### src/rtl/alu_seq_pkg.sv
// Shared definitions for the wide ALU sequencer: ALU op encoding (common with
// the 32-bit ALU) and the sequencer state enum.
package alu_seq_pkg;

    localparam int ALU_WORD_W = 32;

    typedef enum logic [1:0] {
        OP_ADD = 2'b00,
        OP_SUB = 2'b01,
        OP_OR  = 2'b10,
        OP_AND = 2'b11
    } alu_op_e;

    typedef enum logic [1:0] {
        ST_IDLE = 2'b00,
        ST_RUN  = 2'b01,
        ST_DONE = 2'b10
    } seq_state_e;

    // Only ADD/SUB propagate carry/borrow between words.
    function automatic logic op_is_arith(alu_op_e op);
        return (op == OP_ADD) || (op == OP_SUB);
    endfunction

endpackage

### src/rtl/alu_wide_sequencer.sv
// Issues a wide ADD/SUB/OR/AND to an external 32-bit ALU one word per cycle,
// LS word first, chaining carry/borrow, and returns the assembled wide result.
module alu_wide_sequencer
    import alu_seq_pkg::*;
#(
    parameter int  WORD_W    = ALU_WORD_W,
    parameter int  NUM_WORDS = 2,
    localparam int DATA_W    = WORD_W * NUM_WORDS
) (
    input  logic              clk,
    input  logic              rst_n,
    input  logic              cmd_valid,
    output logic              cmd_ready,
    input  logic [1:0]        cmd_op,
    input  logic [DATA_W-1:0] cmd_a,
    input  logic [DATA_W-1:0] cmd_b,
    input  logic              cmd_cin,
    output logic [WORD_W-1:0] alu_a,
    output logic [WORD_W-1:0] alu_b,
    output logic              alu_cin,
    output logic [1:0]        alu_ctrl,
    input  logic [WORD_W-1:0] alu_out,
    input  logic              alu_cout,
    output logic              rsp_valid,
    input  logic              rsp_ready,
    output logic [DATA_W-1:0] rsp_result,
    output logic              rsp_cout
);

    localparam int               IDX_W    = (NUM_WORDS > 1) ? $clog2(NUM_WORDS) : 1;
    localparam logic [IDX_W-1:0] LAST_IDX = IDX_W'(NUM_WORDS - 1);

    seq_state_e        r_state;
    alu_op_e           r_op;
    logic [DATA_W-1:0] r_a;
    logic [DATA_W-1:0] r_b;
    logic [DATA_W-1:0] r_result;
    logic [IDX_W-1:0]  r_idx;
    logic              r_carry;
    logic              r_rsp_cout;
    logic              r_rsp_valid;

    logic              w_run;
    logic              w_arith;
    alu_op_e           w_cmd_op;

    assign w_run    = (r_state == ST_RUN);
    assign w_arith  = op_is_arith(r_op);
    assign w_cmd_op = alu_op_e'(cmd_op);

    assign cmd_ready  = (r_state == ST_IDLE);
    assign rsp_valid  = r_rsp_valid;
    assign rsp_result = r_result;
    assign rsp_cout   = r_rsp_cout;

    always_comb begin
        // NOTE: every output gets a default first so no path leaves it unassigned (no latch).
        alu_a    = '0;
        alu_b    = '0;
        alu_cin  = 1'b0;
        alu_ctrl = 2'b00;
        if (w_run) begin
            alu_a    = r_a[int'(r_idx) * WORD_W +: WORD_W];
            alu_b    = r_b[int'(r_idx) * WORD_W +: WORD_W];
            alu_cin  = r_carry & w_arith;
            alu_ctrl = r_op;
        end
    end

    // NOTE: state and datapath registers use <= so all of them see pre-edge values.
    always_ff @(posedge clk or negedge rst_n) begin
        if (!rst_n) begin
            r_state     <= ST_IDLE;
            r_op        <= OP_ADD;
            r_a         <= '0;
            r_b         <= '0;
            r_result    <= '0;
            r_idx       <= '0;
            r_carry     <= 1'b0;
            r_rsp_cout  <= 1'b0;
            r_rsp_valid <= 1'b0;
        end else begin
            case (r_state)
                ST_IDLE: begin
                    if (cmd_valid) begin
                        r_op    <= w_cmd_op;
                        r_a     <= cmd_a;
                        r_b     <= cmd_b;
                        r_idx   <= '0;
                        r_carry <= op_is_arith(w_cmd_op) ? cmd_cin : 1'b0;
                        r_state <= ST_RUN;
                    end
                end
                ST_RUN: begin
                    r_result[int'(r_idx) * WORD_W +: WORD_W] <= alu_out;
                    r_carry <= w_arith & alu_cout;
                    if (r_idx == LAST_IDX) begin
                        r_idx       <= '0;
                        r_rsp_cout  <= w_arith & alu_cout;
                        r_rsp_valid <= 1'b1;
                        r_state     <= ST_DONE;
                    end else begin
                        r_idx <= r_idx + 1'b1;
                    end
                end
                ST_DONE: begin
                    if (rsp_ready) begin
                        r_rsp_valid <= 1'b0;
                        r_state     <= ST_IDLE;
                    end
                end
                default: r_state <= ST_IDLE;
            endcase
        end
    end

endmodule

### config.mk
export PLATFORM = sky130hd
export DESIGN_NAME = alu_wide_sequencer
export DESIGN_NICKNAME = d
export VERILOG_FILES = /design/src/rtl/alu_seq_pkg.sv /design/src/rtl/alu_wide_sequencer.sv
export SDC_FILE = /design/constraint.sdc
export NUM_CORES = 1
export LEC_CHECK = 0
export ABC_AREA = 1
export ABC_CLOCK_PERIOD_IN_PS = 1850
export BUFFER_PORTS_ARGS = -buffer_cell sky130_fd_sc_hd__buf_2
export CAP_MARGIN = 20
export CORE_AREA = 3 3 152 124
export DETAILED_ROUTE_END_ITERATION = 12
export DIE_AREA = 0 0 155 127
export PLACE_DENSITY = 0.79
export SLEW_MARGIN = 20
export SYNTH_ARGS = -nofsm -noshare
export SYNTH_HDL_FRONTEND = slang
export SYNTH_SLANG_ARGS = --single-unit
### constraint.sdc
create_clock -name clk -period 1.85 [get_ports clk]
set_input_delay 0.555 -clock clk [delete_from_list [all_inputs] [get_ports clk]]
set_output_delay 0.555 -clock clk [all_outputs]
set_load 0.005 [all_outputs]
==> impl_metrics.ini <==
[setup_path]
worstPathMaxFanout = 20
cp_data_arrival_time_ns = 1.58
cp.required_ns = 1.29
crit_type = flop to primary output
cp-start-kind = flop
cp-end-kind = primary output

[pwr]
power_mw = 21.02
seq_power_share = 0.367
p_leak_nw = 6.297
internal-power_mw = 12.52
p_comb_frac = 0.443
clockPowerShare = 0.189
p_sw_frac = 0.4043
switching_power_mw = 8.497
irDropWorstVdd_mv = 0.7966
cellPowerDensity_mw_per_mm2 = 1828

[layout]
fin_area_sq_mm = 0.01150
multi_input_area_sq_mm = 0.003299
final_common_cell = nand2_1
stdcell_count = 1569
regArea_sq_mm = 0.005006
final_core_util = 0.6617
final_cell_mix = nand2_1 (452), buf_2 (297), dfrtp_1 (199)
fillers = 1440
drive_above_1_share = 0.3157
area_growth_syn_to_layout_pct = 33.03
nNetsFinal = 1498

[synth]
yosys_warnings = 0
ys_seq_elements = 200
synth_area_leader_cell = dfrtp_1
synth_top_area_frac = 0.5790
syn_area_per_cell_sq_um = 8.233
synthTopCellsByArea = dfrtp_1 (58%), nand2_1 (20%), nand3_1 (7.6%), a21oi_1 (3.7%), o21ai_1 (2.2%)
synthesis.nets = 1218
syn-instance-count = 1050
synth_area_sq_mm = 0.008645
synth_cell_types = 19
ys_seq_area_frac = 0.5790

[clock_tree]
numCtsBuffers = 17
cts_tree = built
clock_sinks = 200
clk_latency_ns = 0.43
clkTransAtPathRegs_ns = 0.07
cts_buffer_depth = 2
cts.root.buffer_cell = clkbuf_16
cts_max_level = 4

[run]
drv_cap = 0

[grt]
use_met1 = 0.3389
grt_use_met2 = 0.3933
grt-ovfl-total = 0
grt-busiest-layer = met2
grt_pass1_vias = 7725
gr-usage-all-layers = 0.2496
grt_max_degree = 117
antenna_found_initial = 3
met3_usage = 0.06976
grt_first_pass_wirelength_mm = 39.34

[floorplanning]
start_util = 0.4974
coreArea_sq_mm = 0.01738
fp.dieW_um = 155
rows = 43
die_y_um = 127
ios = 302
dieArea_sq_mm = 0.01969

[place]
postPlaceCellArea_sq_mm = 0.01049
numPortBuffers = 301
gp_congestion = 0.8619
dp_hpwl_mm = 16.77
place_inst = 1529

[timing]
min_period_ns = 2.136
setup_viol = 68
fin_skew_ns = 0.01105
slew_headroom = 0.6421
final_max_slew_viol_count = 0
max_freq_mhz = 468.1
fin_crit_sh = 1.155
worstMarginPinSlew_ns = 0.5369
hold_viol = 0
grt_setup_unrepaired = yes
layout_setup_ws_ns = -0.2862

[hold_path]
holdCritPathClass = input port to async pin

[drt]
vias_per_cell = 5.280
vias = 8284
drc = 0
drt-total-wl_mm = 25.49
dr.pass1.iters = 5
drtIter0Drc = 743
wire_per_inst_um = 16.24
ant_nets = 0

[status]
outcome = finished with violations
violations = negative setup slack
==> critical path, cell delays in order (launching register included) <==
cell and delay (ns):
dfrtp_2 0.48, inv_8 0.13, buf_16 0.18, nand2_1 0.08, a21oi_2 0.14, buf_2 0.13
==> metrics by stage <==
| step | setup slack [ns] | hold WS [ns] | setup TNS, ns |
|---|---|---|---|
| finish | -0.2862 | 0.03775 | -15.53 |
| detailed placement | 0.1265 | 0.4584 | 0 |
| global placement | 0.1306 | 0.4512 | 0 |
| floorplan | 0.1879 | 0.2594 | 0 |
| global route | -0.3655 | 0.05452 | -20.10 |
| CTS | -0.3146 | 0.04678 | -16.84 |
==> flip-flops by register name (all words and copies together), names as in the netlist <==
| name | flops |
|---|---|
| rsp_valid | 1 |
| r_state | 2 |
| r_idx | 1 |
| rsp_result | 64 |
| r_a | 64 |
| r_b | 64 |
| r_op | 2 |
| rsp_cout | 1 |
| r_carry | 1 |
==> Yosys cell counts <==
cell	instances
o21ai_1	38
buf_2	30
dfrtp_1	200
inv_1	37
buf_4	1
nor2_2	1
o21ai_0	29
a21oi_1	64
nand2_1	462
nor2_1	3
buf_1	5
inv_2	2
o31ai_1	1
nor2_4	1
nand2_2	1
nand4_1	1
nand3_1	132
buf_6	8
clkbuf_1	34
==> layout make-up <==
class / count / area share
flip-flops and latches: 200 / 0.4353
multi-input cells: 733 / 0.2869
repair buffers: 339 / 0.1834
clock buffers: 18 / 0.03819
well taps: 225 / 0.02448
clock inverters: 14 / 0.01784
inverters: 39 / 0.01360
diodes: 1 / 0.0002176
==> logic make-up after synthesis <==
kind of cell / Yosys count / synth area share
simple gates: 601 / 0.2818
flops: 200 / 0.5790
buf+inv: 117 / 0.06253
compound gates: 132 / 0.07671
==> path summary, 6_finish.rpt <==
kind | start | to | slack (ns) | cells past startpoint
max | r_idx | alu_b[2] | -0.29 | 5
min | rst_n | rsp_result[30] | 0.04 | 1
max reg2reg | r_state[1] | r_b[8] | 0.11 | 8
min reg2reg | rsp_valid | rsp_valid | 0.47 | 2
max in group asynchronous | rst_n | r_b[55] | 1.18 | 2
min in group clk | rsp_ready | r_state[1] | 0.32 | 2
==> power by group through the flow <==
stage               Clock (mW)  Combinational [mW]  Sequential (mW)
floorplan                    0                4.95             7.54
global placement             0                8.10             7.64
detailed placement           0                8.33             7.70
CTS                       4.04                8.94             7.66
global route              4.24                10.4             7.94
finish                    3.98                9.32             7.72
==> repair_timing <==
item | CTS | global route
gates cloned | 3 | 2
buffers inserted | 3 | 0
endpoints found under the setup margin | 68 | 68
gates resized for setup | 25 | 37
hold buffers | 0 | 0
pin swaps | 1 | 1
==> routing by layer <==
layer | wire length, um | vias to the layer above | part of all wire
met5 | 21 | - | 0.00082
met4 | 497 | 4 | 0.020
met3 | 2390 | 42 | 0.094
met2 | 12230 | 398 | 0.48
met1 | 10350 | 3927 | 0.41
li1 | - | 3913 | -
Note: power is estimated with default switching activity, not from simulation.
